--- src/rtl/sec_counter_6bit.sv ---
// Stopwatch seconds core: debounced start/stop and clear buttons, run/pause/idle
// control, and a prescaled 0..MAX_COUNT counter with registered tick/wrap pulses.
module sec_counter_6bit #(
  parameter int unsigned TICK_DIV        = 50_000_000,
  parameter int unsigned DEBOUNCE_CYCLES = 1_000_000,
  parameter int unsigned MAX_COUNT       = 59
) (
  input  logic       clk,
  input  logic       rst_n,
  input  logic       btn_start_stop,
  input  logic       btn_clear,
  output logic [5:0] count,
  output logic       running,
  output logic       tick,
  output logic       wrap
);

  localparam int unsigned PW = $clog2(TICK_DIV);
  localparam int unsigned DW = $clog2(DEBOUNCE_CYCLES + 1);
  localparam logic [PW-1:0] PRESC_LAST = PW'(TICK_DIV - 1);
  localparam logic [DW-1:0] DB_LAST    = DW'(DEBOUNCE_CYCLES - 1);
  localparam logic [5:0]    COUNT_MAX  = 6'(MAX_COUNT);

  typedef enum logic [1:0] {IDLE, RUN, PAUSE} state_t;

  // Bit 0 = start/stop, bit 1 = clear.
  logic [1:0]    btn_raw;
  logic [1:0]    sync1, sync2, deb, deb_q, press;
  logic [DW-1:0] db_cnt [2];

  state_t        state, state_next;
  logic          running_next;
  logic [PW-1:0] presc;
  logic          ss_ev, clr_ev;
  logic          advance, terminal, at_max;

  assign btn_raw = {btn_clear, btn_start_stop};
  assign ss_ev   = press[0];
  assign clr_ev  = press[1];

  always_ff @(posedge clk or negedge rst_n) begin
    if (!rst_n) begin
      sync1 <= '0;
      sync2 <= '0;
      deb   <= '0;
      deb_q <= '0;
      press <= '0;
      for (int unsigned i = 0; i < 2; i++) db_cnt[i] <= '0;
    end else begin
      sync1 <= btn_raw;
      sync2 <= sync1;
      deb_q <= deb;
      press <= deb & ~deb_q;
      for (int unsigned i = 0; i < 2; i++) begin
        if (sync2[i] != deb[i]) begin
          if (db_cnt[i] == DB_LAST) begin
            deb[i]    <= ~deb[i];
            db_cnt[i] <= '0;
          end else begin
            db_cnt[i] <= db_cnt[i] + DW'(1);
          end
        end else begin
          db_cnt[i] <= '0;
        end
      end
    end
  end

  always_ff @(posedge clk or negedge rst_n) begin
    if (!rst_n) begin
      state   <= IDLE;
      running <= 1'b0;
    end else begin
      state   <= state_next;
      running <= running_next;
    end
  end

  always_comb begin
    state_next = state;
    if (clr_ev) begin
      state_next = IDLE;
    end else if (ss_ev) begin
      unique case (state)
        IDLE:    state_next = RUN;
        RUN:     state_next = PAUSE;
        PAUSE:   state_next = RUN;
        default: state_next = IDLE;
      endcase
    end
  end

  always_comb begin
    running_next = (state_next == RUN);
  end

  // The cycle carrying a pause or clear event does not count as a RUN cycle,
  // so a terminal prescaler in that cycle is held (pause) or discarded (clear).
  always_comb begin
    advance  = (state == RUN) && !ss_ev && !clr_ev;
    terminal = advance && (presc == PRESC_LAST);
    at_max   = (count == COUNT_MAX);
  end

  always_ff @(posedge clk or negedge rst_n) begin
    if (!rst_n) begin
      presc <= '0;
      count <= '0;
      tick  <= 1'b0;
      wrap  <= 1'b0;
    end else begin
      tick <= terminal;
      wrap <= terminal && at_max;
      if (clr_ev) begin
        presc <= '0;
        count <= '0;
      end else if ((state == IDLE) && ss_ev) begin
        presc <= '0;
      end else if (terminal) begin
        presc <= '0;
        count <= at_max ? '0 : count + 6'd1;
      end else if (advance) begin
        presc <= presc + PW'(1);
      end
    end
  end

endmodule

--- config.mk ---
export PLATFORM = sky130hd
export DESIGN_NAME = sec_counter_6bit
export DESIGN_NICKNAME = d
export VERILOG_FILES = /design/src/rtl/sec_counter_6bit.sv
export SDC_FILE = /design/constraint.sdc
export NUM_CORES = 1
export LEC_CHECK = 0
export CAP_MARGIN = 20
export CELL_PAD_IN_SITES_DETAIL_PLACEMENT = 0
export CELL_PAD_IN_SITES_GLOBAL_PLACEMENT = 1
export CORE_MARGIN = 2
export CORE_UTILIZATION = 36
export DETAILED_ROUTE_END_ITERATION = 10
export GPL_ROUTABILITY_DRIVEN = 0
export PLACE_DENSITY_LB_ADDON = 0.1
export SLEW_MARGIN = 0
export SYNTH_ARGS = -nofsm -noshare
export SYNTH_HDL_FRONTEND = slang
export SYNTH_SLANG_ARGS = --single-unit
export TNS_END_PERCENT = 20
--- constraint.sdc ---
create_clock -name clk -period 1.7 [get_ports clk]
set_clock_uncertainty 0.05 [all_clocks]
set_input_delay 0.51 -clock clk [delete_from_list [all_inputs] [get_ports clk]]
set_output_delay 0.51 -clock clk [all_outputs]
set_load 0.03 [all_outputs]
==> flow_summary.yaml <==
synth:
  yosysSeqAreaShare_pct: 51.4
  yosysTopAreaCellShare_pct: 51.4
  async_reset_ff_share_pct: 100
  yosys_register_bits: 87
  synth_area_um2: 4240
  ys.flop_type: "dfrtp_1"
  synthCells: 430
  yosys-top-cells-count: "dfrtp_1 (87), nor2_1 (80), xor2_1 (37)"
  ys_types: 47
  synth-edff-count: 0
  yosysWarnings: 0
  yosysMostFrequentCell: "dfrtp_1"
  ys_top_cells_by_area: "dfrtp_1 (51%), xor2_1 (7.6%), nor2_1 (7.1%)"
  syn_nets: 439
  synth_top_area_cell: "dfrtp_1"
  avgSynthCellArea_um2: 9.85
cts:
  postCtsHoldBufs: 0
  cts_sinks: 87
  path_clk_slew_ps: 70
  root_buffer: "clkbuf_16"
  cts_tree: "yes"
  clock_path_buffers: 2
  clk_latency_ps: 350
  cts.htree.levels: 3
  cts_buffers: 9
routing:
  via_count: 3409
  wl_um: 9930
  drt_pass1_iterations: 5
  drc: 0
  drt_iter0_markers: 127
  ant_nets: 0
  viasPerCell: 5.00
  avgRoutedWirePerCell_um: 14.6
sta:
  fin_tns_setup_ps: -1900
  drv_slew: 0
  max_freq_ghz: 0.549
  finalCritPeriodShare_pct: 107
  finalCriticalPeriod_ps: 1820
  fin_ws_ps: -121
  rsz0062_at_grt: "true"
  worst_pin_slew_ps: 388
  final_hold_viol_count: 0
  slew_headroom_pct: 74.0
  setup_viol_count_final: 30
worst_setup_path:
  arrival_ps: 2050
  critical_path_class: "reg2reg"
  cp_data_required_time_ps: 1930
  cpLargestDelayFamily: "simple AND/OR/NAND/NOR gates"
  r2r.worst_path.cells: 5
  crit_path_start_kind: "flop"
  crit_buf_inv: 0
  slowest_stage: "or4_1"
  cp-end-kind: "flop"
  worstPathCellList: "nor4b_2 > and4_4 > nand3_4 > or4_1 > a21oi_1"
  worstPathMaxFanout: 7
  slowest_delay_ps: 510
  cp.depth: 5
finish:
  final_cell_count_no_fill: 682
  antenna_cells: 0
  nNetsFinal: 543
  area_delta_synth_final_pct: 37.9
  regArea_um2: 2180
  drive_above_1_share_pct: 30.6
  n_fill_cell: 1046
  multi_input_area_um2: 2250
floorplan:
  initial_core_util_pct: 36.9
  io_pins: 13
  die_x_um: 112
  dieArea_um2: 12700
  fp-row-count: 39
  coreArea_um2: 11500
  dieHeight_um: 112
job:
  max_cap_violations: 0
place:
  numPortBuffers: 12
  hpwl_um: 6750
  place_inst: 661
grt:
  grt.overflow.total: 0
  antenna_found_initial: 0
  grt_max_degree: 30
  gr-usage-all-layers_pct: 16.3
  grt_pass1_wl_um: 16500
  grt_pass1_vias: 3397
pwr:
  cellLeakagePower_uw: 0.00264
  vdd_drop_max_mv: 0.442
  powerDensity_nw_per_um2: 722
status:
  status: "finished, violations left"
  violations: "setup timing"
hold_path:
  min_path_type: "in2async"
==> area by class of cell <==
type | instances | area share, %
Sequential cell | 87 | 37.3
Timing Repair Buffer | 104 | 15.5
Multi-Input combinational cell | 322 | 38.5
Clock inverter | 6 | 1.05
Clock buffer | 10 | 3.92
Inverter | 10 | 0.642
Tap cell | 143 | 3.06
==> registers in the layout (all words and copies together) (netlist names) <==
register / count
sync1: 2
running: 1
presc: 26
db_cnt: 40
wrap: 1
state: 2
deb_q: 2
tick: 1
deb: 2
press: 2
sync2: 2
count: 6
==> cells in the final DEF (no fill, tap or decap), drive strengths merged, types with 2 or more instances in the layout <==
cell type	synthesis	layout
ha	5	5
and2	3	3
nand3	27	27
nor3b	3	3
nand3b	5	5
nor3	9	9
and4	5	5
or3	4	4
or2	2	2
clkdlybuf4s15	0	2
nor2b	8	8
buf	6	91
nor2	80	80
clkbuf	5	14
and3	9	9
o21ai	7	7
nor4b	3	3
nor4	11	11
xnor2	25	25
clkdlybuf4s50	0	2
dfrtp	87	87
xor2	37	37
dlygate4sd2	0	5
inv	10	10
a21boi	2	2
mux2	2	2
nand2	28	28
a21oi	8	8
clkinv	0	4
nand4	27	27
==> worst paths after layout <==
path,startpoint,endpoint,slack (ps)
min,rst_n,count[4],20
max,presc[7],count[2],-120
min reg2reg,sync1[1],sync2[1],300
max in group asynchronous,rst_n,presc[22],1060
min in group clk,sync1[1],sync2[1],300
max reg2reg,presc[7],count[2],-120
==> power breakdown <==
group	switching (µW)	internal, µW
clock	827	1130
combinational	92.4	68.9
sequential	9.85	2090
total	929	3290
==> what timing repair did <==
action,4_1_cts,5_1_grt
cloned,0,2
endpoints found under the setup margin,61,74
resized for setup,33,43
buffers inserted,1,2
pin swaps,6,15
==> layer usage <==
layer | track usage, % | vias up | wire length [µm]
met2 | 25.7 | 30 | 4790
met3 | 3.13 | 13 | 195
met5 | 0 | - | 0
li1 | - | 1692 | -
met4 | 6.34 | 0 | 172
met1 | 22.3 | 1674 | 4780
==> cell families after synthesis <==
logic type	Yosys count	share of synthesized area, %
buf+inv	21	2.27
mux	2	0.532
compound gates	23	3.25
xor+xnor	62	12.8
fa+ha+maj	5	1.48
simple gates	230	28.3
flops	87	51.4
==> per-stage QoR <==
step / utilization (%) / power [µW] / hold WS, ps / setup WS (ps) / cell area, µm²
2_1_floorplan: - / 2170 / 164 / -123 / 4270
3_3_place_gp: 45.6 / 2270 / 285 / -123 / 5230
3_5_place_dp: 45.6 / 2270 / 285 / -206 / 5230
4_1_cts: 49.0 / 4260 / 28.2 / -129 / 5610
5_1_grt: 51.0 / 4400 / 33.2 / -212 / 5840
6_report: 51.0 / 4220 / 19.1 / -121 / 5840
No activity file was read; power rests on OpenSTA's default activity.
